**config.mk**
```make
export PLATFORM = sky130hd
export DESIGN_NAME = time_set_entry
export DESIGN_NICKNAME = d
export VERILOG_FILES = /design/src/rtl/time_set_entry.sv
export SDC_FILE = /design/constraint.sdc
export NUM_CORES = 1
export LEC_CHECK = 0
export CAP_MARGIN = 20
export CORE_MARGIN = 2
export CORE_UTILIZATION = 49
export DETAILED_ROUTE_END_ITERATION = 6
export GPL_ROUTABILITY_DRIVEN = 1
export HOLD_SLACK_MARGIN = 0.06
export PLACE_DENSITY = 0.76
export SYNTH_ARGS = -nofsm -noshare
export SYNTH_HDL_FRONTEND = slang
export SYNTH_SLANG_ARGS = --single-unit
```
**constraint.sdc**
```tcl
create_clock -name clk -period 2.3 [get_ports clk]
set_clock_uncertainty 0.1 [all_clocks]
set_input_delay 0.23 -clock clk [delete_from_list [all_inputs] [get_ports clk]]
set_output_delay 0.23 -clock clk [all_outputs]
set_load 0.01 [all_outputs]
```
**src/rtl/time_set_entry.sv**
```systemverilog
// rtl/time_set_entry.sv - six-digit BCD HH:MM:SS entry FSM producing binary hr/min/sec and a load strobe
// Optional backspace input enabled by defining TIME_SET_BACKSPACE_EN.
module time_set_entry #(
  parameter int TIMEOUT_CYCLES = 500000000,
  parameter int TO_W           = 29
) (
  input  logic        clk,
  input  logic        rst,
  input  logic        start,
  input  logic        cancel,
`ifdef TIME_SET_BACKSPACE_EN
  input  logic        back,
`endif
  input  logic        digit_valid,
  input  logic [3:0]  digit,
  output logic        editing,
  output logic [2:0]  cursor,
  output logic [23:0] stg_digits,
  output logic        digit_err,
  output logic [4:0]  hr_set,
  output logic [5:0]  min_set,
  output logic [5:0]  sec_set,
  output logic        load
);

  // Digit states share their encoding with the cursor value they display.
  typedef enum logic [2:0] {
    H_T    = 3'd0,
    H_O    = 3'd1,
    M_T    = 3'd2,
    M_O    = 3'd3,
    S_T    = 3'd4,
    S_O    = 3'd5,
    COMMIT = 3'd6,
    IDLE   = 3'd7
  } state_t;

  state_t          state, state_nx;
  logic [3:0]      slot [6];
  logic [TO_W-1:0] to_cnt;
  logic            accept, reject, restart, step_back, edit_nx;
  logic [2:0]      idx, prev_idx;

  function automatic logic digit_ok(input logic [2:0] pos, input logic [3:0] d,
                                    input logic [3:0] h_t);
    logic ok;
    ok = 1'b1;
    if (d > 4'd9) begin
      ok = 1'b0;
    end else begin
      case (pos)
        3'd0:       ok = (d <= 4'd2);
        3'd1:       ok = (h_t == 4'd2) ? (d <= 4'd3) : 1'b1;
        3'd2, 3'd4: ok = (d <= 4'd5);
        default:    ok = 1'b1;
      endcase
    end
    return ok;
  endfunction

  function automatic logic [6:0] bcd_to_bin(input logic [3:0] t, input logic [3:0] o);
    logic [6:0] t7;
    t7 = {3'b000, t};
    return (t7 << 3) + (t7 << 1) + {3'b000, o};
  endfunction

  assign idx        = state;
  assign prev_idx   = idx - 3'd1;
  assign stg_digits = {slot[0], slot[1], slot[2], slot[3], slot[4], slot[5]};
  assign edit_nx    = (state_nx != IDLE) && (state_nx != COMMIT);

  always_comb begin
    state_nx  = state;
    accept    = 1'b0;
    reject    = 1'b0;
    restart   = 1'b0;
    step_back = 1'b0;
    case (state)
      IDLE: begin
        if (start) begin
          restart  = 1'b1;
          state_nx = H_T;
        end
      end
      COMMIT: state_nx = IDLE;
      default: begin
        if (cancel) begin
          state_nx = IDLE;
        end else if (start) begin
          restart  = 1'b1;
          state_nx = H_T;
`ifdef TIME_SET_BACKSPACE_EN
        end else if (back && (state != H_T)) begin
          step_back = 1'b1;
          state_nx  = state_t'(prev_idx);
`endif
        end else if (digit_valid) begin
          if (digit_ok(idx, digit, slot[0])) begin
            accept   = 1'b1;
            state_nx = (state == S_O) ? COMMIT : state_t'(idx + 3'd1);
          end else begin
            reject = 1'b1;
          end
        end else if (to_cnt == TO_W'(TIMEOUT_CYCLES - 1)) begin
          state_nx = IDLE;
        end
      end
    endcase
  end

  always_ff @(posedge clk) begin
    if (rst) begin
      state     <= IDLE;
      editing   <= 1'b0;
      cursor    <= 3'd7;
      digit_err <= 1'b0;
      load      <= 1'b0;
      hr_set    <= 5'd0;
      min_set   <= 6'd0;
      sec_set   <= 6'd0;
      to_cnt    <= '0;
      for (int i = 0; i < 6; i++) slot[i] <= 4'd0;
    end else begin
      state     <= state_nx;
      editing   <= edit_nx;
      cursor    <= edit_nx ? 3'(state_nx) : 3'd7;
      digit_err <= reject;
      load      <= (state == COMMIT);
      if (state == COMMIT) begin
        hr_set  <= 5'(bcd_to_bin(slot[0], slot[1]));
        min_set <= 6'(bcd_to_bin(slot[2], slot[3]));
        sec_set <= 6'(bcd_to_bin(slot[4], slot[5]));
      end
      if (restart) begin
        for (int i = 0; i < 6; i++) slot[i] <= 4'd0;
      end
      if (accept) slot[idx] <= digit;
      if (step_back) slot[prev_idx] <= 4'd0;
      // Any digit activity or leaving edit mode restarts the inactivity window.
      if (restart || accept || reject || step_back || !edit_nx) to_cnt <= '0;
      else to_cnt <= to_cnt + 1'b1;
    end
  end

endmodule

```
==> results of run 1 <==
what timing repair did:
item / 4_1_cts / 5_1_grt
setup buffers: 1 / 5
endpoints found under the setup margin: 33 / 84
pin swaps: 2 / 8
resized for setup: 10 / 28
gates cloned: 1 / 1
layer usage:
| layer | wire, µm | GRT usage, % |
|---|---|---|
| met5 | 0 | 0 |
| met4 | 127 | 7.71 |
| met3 | 249 | 2.79 |
| met2 | 4050 | 33.1 |
| met1 | 3580 | 25.0 |
kinds of logic after synthesis:
family / share of synthesized area [%]
AND/OR/NAND/NOR: 23.3
flip-flops: 48.3
AO/OA/AOI/OAI: 7.67
XOR/XNOR: 8.37
adder cells (fa/ha/maj): 10.2
buffers and inverters: 2.12
registers in the layout, indices dropped and copies added, names as in the netlist:
register   flops
slot          24
sec_set        6
load           1
idx            3
editing        1
to_cnt        29
hr_set         5
min_set        6
cursor         3
digit_err      1
layout by cell type (no fill, tap or decap), drive strengths merged, types with 2 or more instances in the layout:
cell,synthesis,routed
clkdlybuf4s50,0,55
dfxtp,55,55
nor2,49,49
buf,3,44
nand2,43,43
and3,25,25
edfxtp,24,24
xnor2,21,21
ha,21,21
a21oi,20,20
and2,17,17
nand3,16,16
xor2,15,15
clkbuf,10,12
fa,6,6
a211oi,5,5
inv,5,5
nand4,4,4
nand2b,4,4
o311a,4,4
nor3,3,3
o21ai,3,3
nor2b,2,2
nand3b,2,2
or3,2,2
a21o,2,2
clkinvlp,0,2
nor4b,2,2
or4,2,2
nor3b,2,2
clkinv,0,2
tightest hold or removal path, delay by kind of cell (launching register included):
family             cells  cell delay (ps)
DFF                    1              310
and+or+nand+nor        1               50
AOI/OAI and AO/OA      1               50
layout make-up:
cell class / count / area share (%)
clock buffers: 11 / 2.56
clock inverters: 5 / 1.14
inverters: 5 / 0.365
multi-input cells: 284 / 39.8
flip-flops and latches: 79 / 35.6
well taps: 99 / 2.41
repair buffers: 100 / 18.1
path summary, 6_finish.rpt:
path / end / slack [ps]
max: to_cnt[26]$_SDFF_PP0_ / 3
min: sec_set[3]$_SDFFE_PP0P_ / 360
max reg2reg: to_cnt[26]$_SDFF_PP0_ / 3
min reg2reg: sec_set[3]$_SDFFE_PP0P_ / 360
power by group:
| group | internal (mW) | switching (mW) |
|---|---|---|
| Sequential | 1.72 | 0.184 |
| Clock | 0.502 | 0.503 |
| Combinational | 1.03 | 0.955 |
| Total | 3.25 | 1.64 |
metrics by stage:
step                setup WS [ps]  instances  TNS (ps)
floorplan                    27.0        381         0
global placement            -23.0        561     -66.3
detailed placement          -47.6        561      -884
CTS                         -8.23        579     -21.5
global route                -77.8        583     -2030
finish                       3.01        583         0
==> metrics.txt, run 1 <==
CTS H-Tree Depth=3; Max-Cap Viols=0; DP HPWL=5960 µm; Ys Warns=0; CTS tree=built; Pwr Density=953 mW/mm²; r2r worst-path depth=8; Avg Vias per Cell=5.21; Clock Tree Root=clkbuf_8; CP Class=register to register; global-route wire length before repair=13300 µm; final critical-path share of the clock period=99.9%; gpl congestion=0.810; Syn Area/Cell=9.89 µm²; average wire per standard cell=13.7 µm; CP cell instances=or4_1, or4_4, o31ai_4, nor2_2, a21oi_2, buf_6, clkbuf_16, nor2_1; drt drc=0; Total Routing Usage GR=19.5%; Port-buffer cells=55; Core Util, Final=69.7%; Hold/Removal Path Class=register to register; clk_lat worst skew=350 ps; Final Hold Fails=0; CP startpoint kind=register; Max Fclk=435 MHz; # setup viols final=0; kind of end point of the critical path=register; Crit Path Max Fanout=14; Finished Cell Area=0.00514 mm²; Hold Startpoint=sec_set[3]$_SDFFE_PP0P_; Initial Util=51.1%; Critical Path Start=to_cnt[12]$_SDFF_PP0_; CP bufs+invs=2; CP max-delay cell=or4_1; gr ovfl total=0; core area=0.00737 mm²; largest cells by area after synthesis=dfxtp_1 (29%), edfxtp_1 (19%), ha_1 (7.0%), nor2_1 (4.9%), xnor2_1 (4.9%); Post-synth EDFFs=24; die height=91.7 µm; area of the mapped netlist=0.00377 mm²; Max rail drop VDD=0.380 mV; FFs w/ async S/R, synth=0%; unrepaired setup endpoints after global routing=true; Starting DRT DRC Count=127; Sequential Area=0.00183 mm²; Fin Hold WS=356 ps; # IOs=56; Post-Route WL=8010 µm; Max Slew Vio Count=0; #FFs+latches synth=79; remaining antenna violation count after routing=0; Fillers=549; layout cells sized above 1=18.6%; Final min period=2300 ps; Antenna Cells=0; width of the die=91.7 µm; syn_nets=417; status=complete, no violations; Seq/Total Area, Yosys=48.3%; critical path required time=2440 ps; clock sink count=79; Netlist cell types=46; Largest stage delay, worst path=510 ps; most common cell in the netlist=dfxtp_1; CTS max path bufs=2; synthesis-to-finish area growth=36.3%; Post-synth top cells=dfxtp_1 (55), nor2_1 (49), nand2_1 (43); Final Total Pwr=4.90 mW; CP top delay family=simple AND/OR/NAND/NOR gates; drt pass-1 iters=4; CTS Hold Bufs=0; Top FF cell, synth=dfxtp_1; total number of vias=3036; leakage=2.05 nW; area occupied by multi-input gates=0.00204 mm²; Area after DPL=0.00472 mm²; Rel. slew slack=52.6%; Post-Synthesis Cells=381; Tightest Pin Transition=711 ps; CTS buffer count=9; post-synth top area cell=dfxtp_1; FF-to-FF Start=to_cnt[12]$_SDFF_PP0_; top cell type's share of synthesized area=29.2%; largest net degree at the start of global routing=30; vias in the first global route=2924; Clock transition at path regs=80 ps; Worst Path Arrival=2440 ps; Hold Path Depth=2; die area=0.00841 mm²; Critical Path Stages=8; antenna violations before repair=0; Placement Rows=31; final net count=515
(Power assumes the default switching activity.)
==> inputs of run 2 (changes only) <==
--- a/config.mk
+++ b/config.mk
@@ -8,10 +8,12 @@
 export CAP_MARGIN = 20
 export CORE_MARGIN = 2
 export CORE_UTILIZATION = 49
+export CTS_BUF_LIST = sky130_fd_sc_hd__clkbuf_16
 export DETAILED_ROUTE_END_ITERATION = 6
 export GPL_ROUTABILITY_DRIVEN = 1
 export HOLD_SLACK_MARGIN = 0.06
 export PLACE_DENSITY = 0.76
+export SLEW_MARGIN = 0
 export SYNTH_ARGS = -nofsm -noshare
 export SYNTH_HDL_FRONTEND = slang
 export SYNTH_SLANG_ARGS = --single-unit
==> run 2 against run 1 <==
Worst setup slack improved by 12 ps. Clock power rose by 37%. Cell area rose by 1.3%. Core utilization rose by 0.88 points. First-iteration DRC count rose by 8.7%. Non-clock buffer count fell by 3. Final cell count fell by 0.51%. Register-to-register slack barely moved. Routed wire length rose by 3.0%. Die area did not move. Highest routed layer unchanged. Critical endpoint is now to_cnt[25]$_SDFF_PP0_. Critical path depth did not move.
==> metrics.txt, run 2 (synthesized netlist as in run 1, its figures left out) <==
setup tns final=0 ps; layout cells sized above 1=17.9%; Avg Vias per Cell=5.24; global-route wire length before repair=13600 µm; Finished Cell Area=0.00520 mm²; Final Total Pwr=5.27 mW; antenna violations before repair=0; CTS tree=built; DP HPWL=5960 µm; Max rail drop VDD=0.453 mV; Fin Hold WS=353 ps; CTS buffer count=9; drt pass-1 iters=4; Crit Path Max Fanout=14; status=complete, no violations; clk_lat worst skew=340 ps; vias in the first global route=2959; critical path required time=2430 ps; Post-Route WL=8260 µm; Tightest Pin Transition=451 ps; Placement Rows=31; drt drc=0; Fillers=541; r2r worst-path depth=8; Rel. slew slack=69.9%; # IOs=56; Clock Tree Root=clkbuf_16; Total Routing Usage GR=20.1%; final worst setup slack=15.0 ps; width of the die=91.7 µm; Max Fclk=438 MHz; clock sink count=79; kind of end point of the critical path=register; average wire per standard cell=14.2 µm; Port-buffer cells=55; Initial Util=51.1%; CP startpoint kind=register; max FFs per register=29; # setup viols final=0; die area=0.00841 mm²; CP cell instances=or4_1, or4_4, o31ai_4, nor2_2, a21oi_2, buf_6, clkbuf_16, nor2_1; gpl congestion=0.810; remaining antenna violation count after routing=0; largest net degree at the start of global routing=30; Worst Path Arrival=2410 ps; core area=0.00737 mm²; most frequent cells in the layout=clkdlybuf4s50_1 (55), dfxtp_1 (52), nor2_1 (48); gr ovfl total=0; CP Class=register to register; unrepaired setup endpoints after global routing=true; Clock transition at path regs=60 ps; Largest stage delay, worst path=510 ps; biggest regs=to_cnt: 29 flops, slot: 24 flops; Final Hold Fails=0; Core Util, Final=70.6%; Antenna Cells=0; most common cell after layout, fill and taps aside=clkdlybuf4s50_1; Starting DRT DRC Count=138; Hold/Removal Path Class=register to register; synthesis-to-finish area growth=38.0%; CTS max path bufs=2; Final min period=2280 ps; final net count=512; Max-Cap Viols=0; Hold Path Depth=2; total number of vias=3041; CTS H-Tree Depth=3; leakage=2.09 nW; Reg with most FFs=to_cnt; pre-CTS setup slack=-47.6 ps; final non-filler cell total=580; die height=91.7 µm; Pwr Density=1010 mW/mm²; DP Cell Count=561; Max Slew Vio Count=0; CP max-delay cell=or4_1; Area after DPL=0.00472 mm²; final critical-path share of the clock period=99.3%
-- run 2: worst paths after layout --
path / start / to / slack, ps
min: hr_set[3]$_SDFFE_PP0P_ / hr_set[3]$_SDFFE_PP0P_ / 350
max: to_cnt[12]$_SDFF_PP0_ / to_cnt[25]$_SDFF_PP0_ / 20
max reg2reg: to_cnt[12]$_SDFF_PP0_ / to_cnt[25]$_SDFF_PP0_ / 20
min reg2reg: hr_set[3]$_SDFFE_PP0P_ / hr_set[3]$_SDFFE_PP0P_ / 350
-- run 2: layout make-up --
class,instances,area [µm²],share of cell area (%)
Multi-Input combinational cell,284,2030,39.1
Sequential cell,79,1830,35.1
Timing Repair Buffer,97,907,17.4
Clock buffer,9,225,4.33
Tap cell,99,124,2.38
Clock inverter,7,66.3,1.27
Inverter,5,18.8,0.361
-- run 2: repair_timing --
action                     in CTS  in global routing
setup endpoints to repair      40                 70
gates cloned                    0                  1
pin swaps                       1                  5
gates resized for setup        12                 21
hold buffers                    0                  0
buffers inserted                0                  2
-- run 2: power breakdown --
group | internal (mW) | leakage [nW] | switching, mW | total (mW)
registers | 1.72 | 0.702 | 0.186 | 1.90
logic | 1.03 | 1.24 | 0.954 | 1.99
clock network | 0.832 | 0.144 | 0.551 | 1.38
-- run 2: critical path, delay by kind of cell (launching register included) --
kind	cells	cell delay, ps
AO/OA/AOI/OAI	2	350
AND/OR/NAND/NOR	4	1130
buffers and inverters	2	290
flip-flops	1	310
-- run 2: routing by layer --
layer  up-vias  wire length, µm  share of wire (%)  track usage [%]
li1       1519                -                  -                -
met5         -                0                  0                0
met2        65             4170                 50             34.1
met4         0              138                1.7             8.83
met1      1441             3640                 44             25.2
met3        16              311                3.8             3.45
